$ cat config.mk
export PLATFORM = sky130hd
export DESIGN_NAME = store_unit
export DESIGN_NICKNAME = d
export VERILOG_FILES = /design/src/rtl/store_unit.sv
export SDC_FILE = /design/constraint.sdc
export NUM_CORES = 1
export LEC_CHECK = 0
export CAP_MARGIN = 30
export CORE_UTILIZATION = 40
export CTS_BUF_LIST = sky130_fd_sc_hd__clkbuf_16
export CTS_CLUSTER_DIAMETER = 200
export CTS_CLUSTER_SIZE = 16
export DETAILED_ROUTE_END_ITERATION = 8
export DONT_BUFFER_PORTS = 1
export GPL_ROUTABILITY_DRIVEN = 0
export GPL_TIMING_DRIVEN = 0
export PLACE_DENSITY_LB_ADDON = 0.15
export SLEW_MARGIN = 10
export SYNTH_ARGS = -nofsm -noshare
export SYNTH_HDL_FRONTEND = slang
export SYNTH_SLANG_ARGS = --single-unit
export TNS_END_PERCENT = 100
$ cat constraint.sdc
create_clock -name clk -period 2.3 [get_ports clk]
set_input_delay 0.69 -clock clk [delete_from_list [all_inputs] [get_ports clk]]
set_output_delay 0.69 -clock clk [all_outputs]
set_load 0.05 [all_outputs]
$ cat src/rtl/store_unit.sv
// Store execution unit: forms the effective address, lane-aligns data and byte
// enables, and writes one or two beats to data memory over a valid/ready port.
module store_unit #(
  parameter int unsigned XLEN           = 32,
  parameter bit          MISALIGN_SPLIT = 1'b1
) (
  input  logic              clk,
  input  logic              rst_n,
  input  logic              req_valid,
  output logic              req_ready,
  input  logic [2:0]        req_funct3,
  input  logic [XLEN-1:0]   req_base,
  input  logic [11:0]       req_imm,
  input  logic [XLEN-1:0]   req_data,
  output logic              mem_valid,
  input  logic              mem_ready,
  output logic [XLEN-1:0]   mem_addr,
  output logic [XLEN-1:0]   mem_wdata,
  output logic [XLEN/8-1:0] mem_be,
  output logic              done,
  output logic              err,
  output logic [XLEN-1:0]   err_addr
);

  localparam int unsigned NB    = XLEN / 8;
  localparam int unsigned OB    = $clog2(NB);
  localparam int unsigned NB2   = 2 * NB;
  localparam int unsigned XLEN2 = 2 * XLEN;
  localparam bit          SD_OK = (XLEN == 64);

  typedef enum logic [1:0] {IDLE, BEAT0, BEAT1, ERR} state_t;

  state_t state_q, state_n;

  logic [XLEN-1:0]  ea_c, dmask_c;
  logic [OB-1:0]    off_c;
  logic [3:0]       sz_c;
  logic [NB2-1:0]   be_wide_c;
  logic [XLEN2-1:0] wd_wide_c;
  logic             illegal_c, misal_c, cross_c, reject_c;

  logic             req_ready_n, mem_valid_n, done_n, err_n;
  logic [XLEN-1:0]  mem_addr_n, mem_wdata_n, err_addr_n;
  logic [NB-1:0]    mem_be_n;

  logic [XLEN-1:0]  ea_q, ea_n;
  logic             cross_q, cross_n;
  logic [NB-1:0]    hi_be_q, hi_be_n;
  logic [XLEN-1:0]  hi_wdata_q, hi_wdata_n;

  // Request decode: the upper half of the double-width shifts is the second beat.
  always_comb begin
    ea_c      = req_base + {{(XLEN-12){req_imm[11]}}, req_imm};
    off_c     = ea_c[OB-1:0];
    sz_c      = 4'd1 << req_funct3[1:0];
    dmask_c   = {XLEN{1'b1}} >> (XLEN - 8 * sz_c);
    be_wide_c = ((NB2'(1) << sz_c) - NB2'(1)) << off_c;
    wd_wide_c = {XLEN'(0), req_data & dmask_c} << {off_c, 3'b000};
    illegal_c = req_funct3[2] | ((req_funct3[1:0] == 2'b11) & ~SD_OK);
    misal_c   = (off_c & OB'(sz_c - 4'd1)) != '0;
    cross_c   = (5'(off_c) + 5'(sz_c)) > 5'(NB);
    reject_c  = illegal_c | (misal_c & ~MISALIGN_SPLIT);
  end

  // Next-state and next-output logic; every output is registered from here.
  always_comb begin
    state_n     = state_q;
    req_ready_n = req_ready;
    mem_valid_n = mem_valid;
    mem_addr_n  = mem_addr;
    mem_wdata_n = mem_wdata;
    mem_be_n    = mem_be;
    done_n      = 1'b0;
    err_n       = 1'b0;
    err_addr_n  = err_addr;
    ea_n        = ea_q;
    cross_n     = cross_q;
    hi_be_n     = hi_be_q;
    hi_wdata_n  = hi_wdata_q;

    unique case (state_q)
      IDLE: begin
        if (req_valid) begin
          req_ready_n = 1'b0;
          ea_n        = ea_c;
          if (reject_c) begin
            state_n = ERR;
          end else begin
            state_n     = BEAT0;
            mem_valid_n = 1'b1;
            mem_addr_n  = {ea_c[XLEN-1:OB], OB'(0)};
            mem_be_n    = be_wide_c[NB-1:0];
            mem_wdata_n = wd_wide_c[XLEN-1:0];
            cross_n     = cross_c;
            hi_be_n     = be_wide_c[NB2-1:NB];
            hi_wdata_n  = wd_wide_c[XLEN2-1:XLEN];
          end
        end
      end
      BEAT0: begin
        if (mem_ready) begin
          if (cross_q) begin
            state_n     = BEAT1;
            mem_addr_n  = mem_addr + XLEN'(NB);
            mem_be_n    = hi_be_q;
            mem_wdata_n = hi_wdata_q;
          end else begin
            state_n     = IDLE;
            mem_valid_n = 1'b0;
            req_ready_n = 1'b1;
            done_n      = 1'b1;
          end
        end
      end
      BEAT1: begin
        if (mem_ready) begin
          state_n     = IDLE;
          mem_valid_n = 1'b0;
          req_ready_n = 1'b1;
          done_n      = 1'b1;
        end
      end
      ERR: begin
        state_n     = IDLE;
        req_ready_n = 1'b1;
        err_n       = 1'b1;
        err_addr_n  = ea_q;
      end
      default: begin
        state_n     = IDLE;
        req_ready_n = 1'b1;
        mem_valid_n = 1'b0;
      end
    endcase
  end

  always_ff @(posedge clk or negedge rst_n) begin
    if (!rst_n) begin
      state_q    <= IDLE;
      req_ready  <= 1'b1;
      mem_valid  <= 1'b0;
      mem_addr   <= '0;
      mem_wdata  <= '0;
      mem_be     <= '0;
      done       <= 1'b0;
      err        <= 1'b0;
      err_addr   <= '0;
      ea_q       <= '0;
      cross_q    <= 1'b0;
      hi_be_q    <= '0;
      hi_wdata_q <= '0;
    end else begin
      state_q    <= state_n;
      req_ready  <= req_ready_n;
      mem_valid  <= mem_valid_n;
      mem_addr   <= mem_addr_n;
      mem_wdata  <= mem_wdata_n;
      mem_be     <= mem_be_n;
      done       <= done_n;
      err        <= err_n;
      err_addr   <= err_addr_n;
      ea_q       <= ea_n;
      cross_q    <= cross_n;
      hi_be_q    <= hi_be_n;
      hi_wdata_q <= hi_wdata_n;
    end
  end

endmodule

* Word-level counts from Yosys, hierarchy flattened
Cells that the tools add are included.
** Operators by class
- Shift-type cells :: 5
- Divide/modulo/power cells :: 0
- Magnitude comparators :: 1
- Reduce and logical (&&, ||, !) cells :: 9
- Bitwise operators :: 3
- Add/sub/neg operators :: 5
- Eq/ne operators :: 10
- $mul :: 0
- Multiplexer cells :: 37
** Operators by type and width (count)
- 32-bit two-way mux :: 8
- 32-bit case mux with 2 select lines :: 2
- 32-bit by 5-bit << shifter with 64-bit output :: 1
- 32-bit by 3-bit adder with 32-bit output, second input constant :: 1
- 32-bit adder :: 1
- 32-bit AND :: 1
- 32-bit by 32-bit >> shifter with 32-bit output, first input constant :: 1
- 4-bit two-way mux :: 4
- 1-bit two-way mux :: 13
- 2-bit inequality test, second input constant :: 6
- 2-bit two-way mux :: 5
- 2-bit case mux with 4 select lines :: 1
- 4-bit case mux with 2 select lines :: 1
- 1-bit by 4-bit << shifter with 8-bit output, first input constant :: 1
- 8-bit by 2-bit << shifter with 8-bit output :: 1
- 6-bit by 7-bit subtractor with 8-bit output, first input constant :: 1
- 8-bit by 2-bit subtractor with 8-bit output, second input constant :: 1
- 2-bit equality test, second input constant :: 3
- 3-bit AND reduction :: 2
- 6-bit AND reduction :: 1
- 2-bit by 4-bit adder with 5-bit output :: 1
- 5-bit by 3-bit > comparator with 1-bit output, second input constant :: 1
- 5-bit AND reduction :: 1
- 1-bit case mux with 4 select lines :: 1
- other kinds (11) :: 11
** Storage, ports and cells
- RAM bits :: 0
- Memory bits (read-only) :: 0
- Bits in registers :: 175
- Bits in latches :: 0
- Output and inout port bits :: 104
- Memories :: 0
- Input port bits :: 83

* Logic depth before layout (Yosys ltp)
- Depth after elaboration :: 8
- Gate-level depth with buffers :: 12
- Gate-level depth less buffers :: 11

* Worst setup path before layout
OpenSTA, ideal clock, no wires.
- Path kind :: input -> register
- Start :: input port req_base[0]
- End :: register cross_q
- Stages on the path :: 12
- Setup slack :: -0.865 ns
- Data required time :: 2.167 ns
- Library setup time :: 0.133 ns
- Buffers on the path :: 3
- Arrival :: 3.032 ns
- Cells stage by stage :: ha_1 -> inv_1 -> fa_1 -> clkbuf_1 -> inv_1 -> clkbuf_1 -> clkbuf_1 -> fa_1 -> o22ai_1 -> a211oi_1 -> o21ai_0 -> o21ai_0
** On the way
- Longest elaborated chain between the ends :: 3
** RTL lines
- from (decl) :: line 12 : input logic [XLEN-1:0] req_base,
- 32-bit adder :: line 53 : ea_c = req_base + {{(XLEN-12){req_imm[11]}}, req_imm};
- net ea_c[1] :: line 35 : logic [XLEN-1:0] ea_c, dmask_c;
- 2-bit by 4-bit adder with 5-bit output :: line 61 : cross_c = (5'(off_c) + 5'(sz_c)) > 5'(NB);
- 5-bit by 3-bit > comparator with 1-bit output :: line 61
- to (signal assigned) :: line 163 : cross_q <= cross_n;
- to (decl) :: line 47 : logic cross_q, cross_n;
The timed path passes the listed nets, and every way through them passes these cells.
A chain may end at the register's enable or synchronous reset.

* Worst setup path in the final report
- Start :: input port req_imm[0]
- End :: register mem_addr[28]
** On the way
- Longest elaborated chain between the ends :: 4
** RTL lines
- from (decl) :: line 13 : input logic [11:0] req_imm,
- 32-bit adder :: line 53
- 32-bit two-way mux :: line 86 : if (reject_c) begin
- 32-bit two-way mux :: line 83 : if (req_valid) begin
- 32-bit case mux with 2 select lines :: line 81 : unique case (state_q)
- to (signal assigned) :: line 156 : mem_addr <= mem_addr_n;
- to (decl) :: line 17 : output logic [XLEN-1:0] mem_addr,
No other way between the ends. The select of a mux whose other input is x is not followed.

==> metrics.txt <==
status finished, violations left; failing checks hold timing, setup timing; x dimension of the die 157 um; total wire length after detailed routing 31000 um; headroom to the max-slew limit 50.5%; maximum fanout along the worst path 3; met1 wire length 13600 um; Post-Layout Cell Count 1442; total power of the final layout 0.0169 W; post-CTS clock slew at the launch and capture registers of the worst setup and hold paths 80 ps; core outline area 0.0235 mm^2; power density relative to cell area 1430 mW/mm^2; clock latency on the worst-skew pair 440 ps; list of most frequent post-synthesis cells sky130_fd_sc_hd__dfrtp_1, sky130_fd_sc_hd__nand2_1, sky130_fd_sc_hd__nor2_1; gate count of the mapped netlist 1065; detailed router's first-iteration violation count 592; vias in the first global route 8036; Cell Int Power 0.00812 W; Wirelength per Cell 21.5 um; number of nets at the end of the flow 1240; IO Count 187; H-tree depth reported by CTS 4; Switch Pwr 0.00877 W; minimum period implied by the final worst setup slack 2440 ps; Final setup violation count 10; final max-slew violation count 0; met2 wirelength from detailed routing 14500 um; CTS tree yes; # DRC 0; worst-case clock skew 12.9 ps; Top Layer Used met4; via density per instance 5.76; worst supply voltage drop on vdd 0.648 mV; cells taking the most area after synthesis sky130_fd_sc_hd__dfrtp_1, sky130_fd_sc_hd__mux2_2, sky130_fd_sc_hd__nand2_1, sky130_fd_sc_hd__ha_1, sky130_fd_sc_hd__o21ai_0; Num CTS Buffers 17; R2R Setup Slk 80 ps; Avg Synthesized Cell Area 9.06 um^2; Post-Route Utilization 50.1%; count of yosys warnings during synthesis 0; DIE AREA 0.0247 mm^2; setup repair after global routing missed its margin yes; maximum number of pins on one net before global-route repair 166; worst hold slack after final layout -68.3 ps; kind of end point of the critical path flop; Sw Share 51.9%; type of origin of the critical path input port; most common cell in the netlist sky130_fd_sc_hd__dfrtp_1; starting density of the core 41.0%; maximum clock path buffer count 2; sequential power share 49.8%; number of clock sinks seen by CTS 165; diode insertion count for antenna repair 0; CP Class in -> reg; antenna violations before repair 0; Fmax 0.411 GHz; total negative slack -937 ps; Seq cells post-synth 165; Min-Delay Path Class in -> async; part of the total power dissipated in the clock network 16.8%; detailed-placement wirelength estimate 22600 um; # fillers 2241; global-route congestion overflow total 0; total via count in the routed design 8300; worst slew pin tran 742 ps; flip-flop and latch area 0.00418 mm^2; Final period util 106%; share of post-route cells with drive strength above 1 26.2%; Yosys top cell by area sky130_fd_sc_hd__dfrtp_1; portion of the post-synthesis area used by sequential elements 42.8%; Top FF cell, synth sky130_fd_sc_hd__dfrtp_1; clock root cell sky130_fd_sc_hd__clkbuf_16; total routing usage reported by global routing 25.2%; count of flip-flops with a built-in enable after synthesis 0; wire length of the first global-routing pass 46600 um; area of the mapped netlist 0.00964 mm^2; signed area change from the synthesized netlist to the final layout 22.2%; portion of synthesized cell area occupied by the leading cell type 42.6%; standby leakage power 4.94 nW; Unique masters post-synth 74; data arrival time of the critical path 2760 ps; total instance count after detailed placement 1386; y dimension of the die 157 um; Met3 Wirelength 2370 um; max-capacitance violation count 0; data required time at the worst endpoint 2630 ps; worst setup slack after layout -135 ps; Multi-input gate area 0.00590 mm^2; number of search-and-repair iterations in the first detailed-routing pass 5; fraction of power consumed by combinational cells 33.4%; Antenna Nets Post-Route 0; number of standard-cell rows in the floorplan 56; Port Buffer Count 0; final count of hold timing violations 164; post-synthesis async set-or-reset flop share 100%
-- critical path: stages --
cell                       delay, ps
sky130_fd_sc_hd__ha_4            120
sky130_fd_sc_hd__inv_2            30
sky130_fd_sc_hd__fa_2            340
sky130_fd_sc_hd__nand2b_4        160
sky130_fd_sc_hd__a21o_4          220
sky130_fd_sc_hd__a211oi_4        320
sky130_fd_sc_hd__o31a_1          260
sky130_fd_sc_hd__nor2_4           70
sky130_fd_sc_hd__buf_6           140
sky130_fd_sc_hd__o21ai_4         130
sky130_fd_sc_hd__mux2i_1         200
sky130_fd_sc_hd__a21oi_1          80
-- per-layer routing --
layer	vias up	track usage, %
met4	0	7.40
met3	35	7.54
met5	-	0
met1	4105	33.6
met2	277	39.4
li1	3883	-
-- stage by stage --
stage	instance area, um^2	worst slack, ps
after floorplan	9970	-456
after global placement	10400	-798
after detailed placement	10400	-798
after CTS	11400	-140
after global routing	11800	-189
final	11800	-135
-- sequential cells by signal, summed over array words and instances (netlist names) --
name        count
mem_addr       30
mem_be          4
err_addr       32
req_ready       1
mem_wdata      32
err             1
cross_q         1
hi_wdata_q     24
done            1
ea_q           32
mem_valid       1
hi_be_q         4
state_q         2
-- layout by cell type, fill, tap and decap left out, types with 10 or more instances in the layout --
cell type / netlist / final
sky130_fd_sc_hd__xnor2_1: 24 / 18
sky130_fd_sc_hd__o21ai_1: 31 / 31
sky130_fd_sc_hd__clkbuf_2: 1 / 16
sky130_fd_sc_hd__nor2_1: 92 / 87
sky130_fd_sc_hd__a31oi_1: 15 / 13
sky130_fd_sc_hd__clkbuf_1: 54 / 18
sky130_fd_sc_hd__dfrtp_2: 0 / 10
sky130_fd_sc_hd__nand2_1: 151 / 143
sky130_fd_sc_hd__a21oi_1: 70 / 61
sky130_fd_sc_hd__dfrtp_4: 0 / 10
sky130_fd_sc_hd__ha_1: 45 / 27
sky130_fd_sc_hd__a221oi_1: 20 / 13
sky130_fd_sc_hd__clkbuf_16: 0 / 17
sky130_fd_sc_hd__mux2_2: 54 / 54
sky130_fd_sc_hd__nand3_1: 34 / 29
sky130_fd_sc_hd__xor2_1: 20 / 18
sky130_fd_sc_hd__buf_4: 2 / 34
sky130_fd_sc_hd__ha_4: 0 / 11
sky130_fd_sc_hd__dfrtp_1: 164 / 144
sky130_fd_sc_hd__inv_1: 21 / 19
sky130_fd_sc_hd__a21o_1: 15 / 14
sky130_fd_sc_hd__o21ai_0: 80 / 73
-- repair_timing --
item	in CTS	in global routing
pin swaps	34	37
hold endpoints to repair	164	164
buffers inserted	17	17
gates resized for setup	91	84
setup endpoints to repair	113	114
-- power by group through the flow --
stage                     Sequential, W  Clock (W)  Combinational, W
after detailed placement        0.00835          0           0.00513
after CTS                       0.00837    0.00289           0.00537
after global routing            0.00861    0.00299           0.00623
after global placement          0.00832          0           0.00508
after floorplan                 0.00790          0           0.00382
final                           0.00841    0.00284           0.00564
-- worst paths after layout --
check                                   from            to  cells past startpoint
worst max-delay path              req_imm[0]  mem_addr[28]                     12
worst min-delay path                   rst_n  mem_wdata[6]                      0
worst max register to register  mem_addr[24]  mem_addr[30]                      8
worst min register to register    hi_be_q[3]    hi_be_q[3]                      2
max in group asynchronous              rst_n     req_ready                      0
min in group clk                   mem_ready          done                      2
-- logic make-up after synthesis --
| logic type | synth area share, % |
|---|---|
| simple gates | 16.7 |
| fa+ha+maj | 6.25 |
| compound gates | 19.7 |
| flops | 42.8 |
| other cells | 0.0389 |
| xor+xnor | 4.00 |
| mux | 6.82 |
| buf+inv | 3.66 |
-- layout make-up --
| cell class | count | share of cell area (%) |
|---|---|---|
| well taps | 319 | 3.39 |
| repair buffers | 35 | 2.48 |
| plain buffers | 59 | 3.04 |
| flip-flops and latches | 165 | 35.5 |
| clock buffers | 17 | 3.61 |
| inverters | 21 | 0.732 |
| clock inverters | 15 | 1.22 |
| multi-input cells | 811 | 50.1 |
Power figures use the tool's default switching activity.
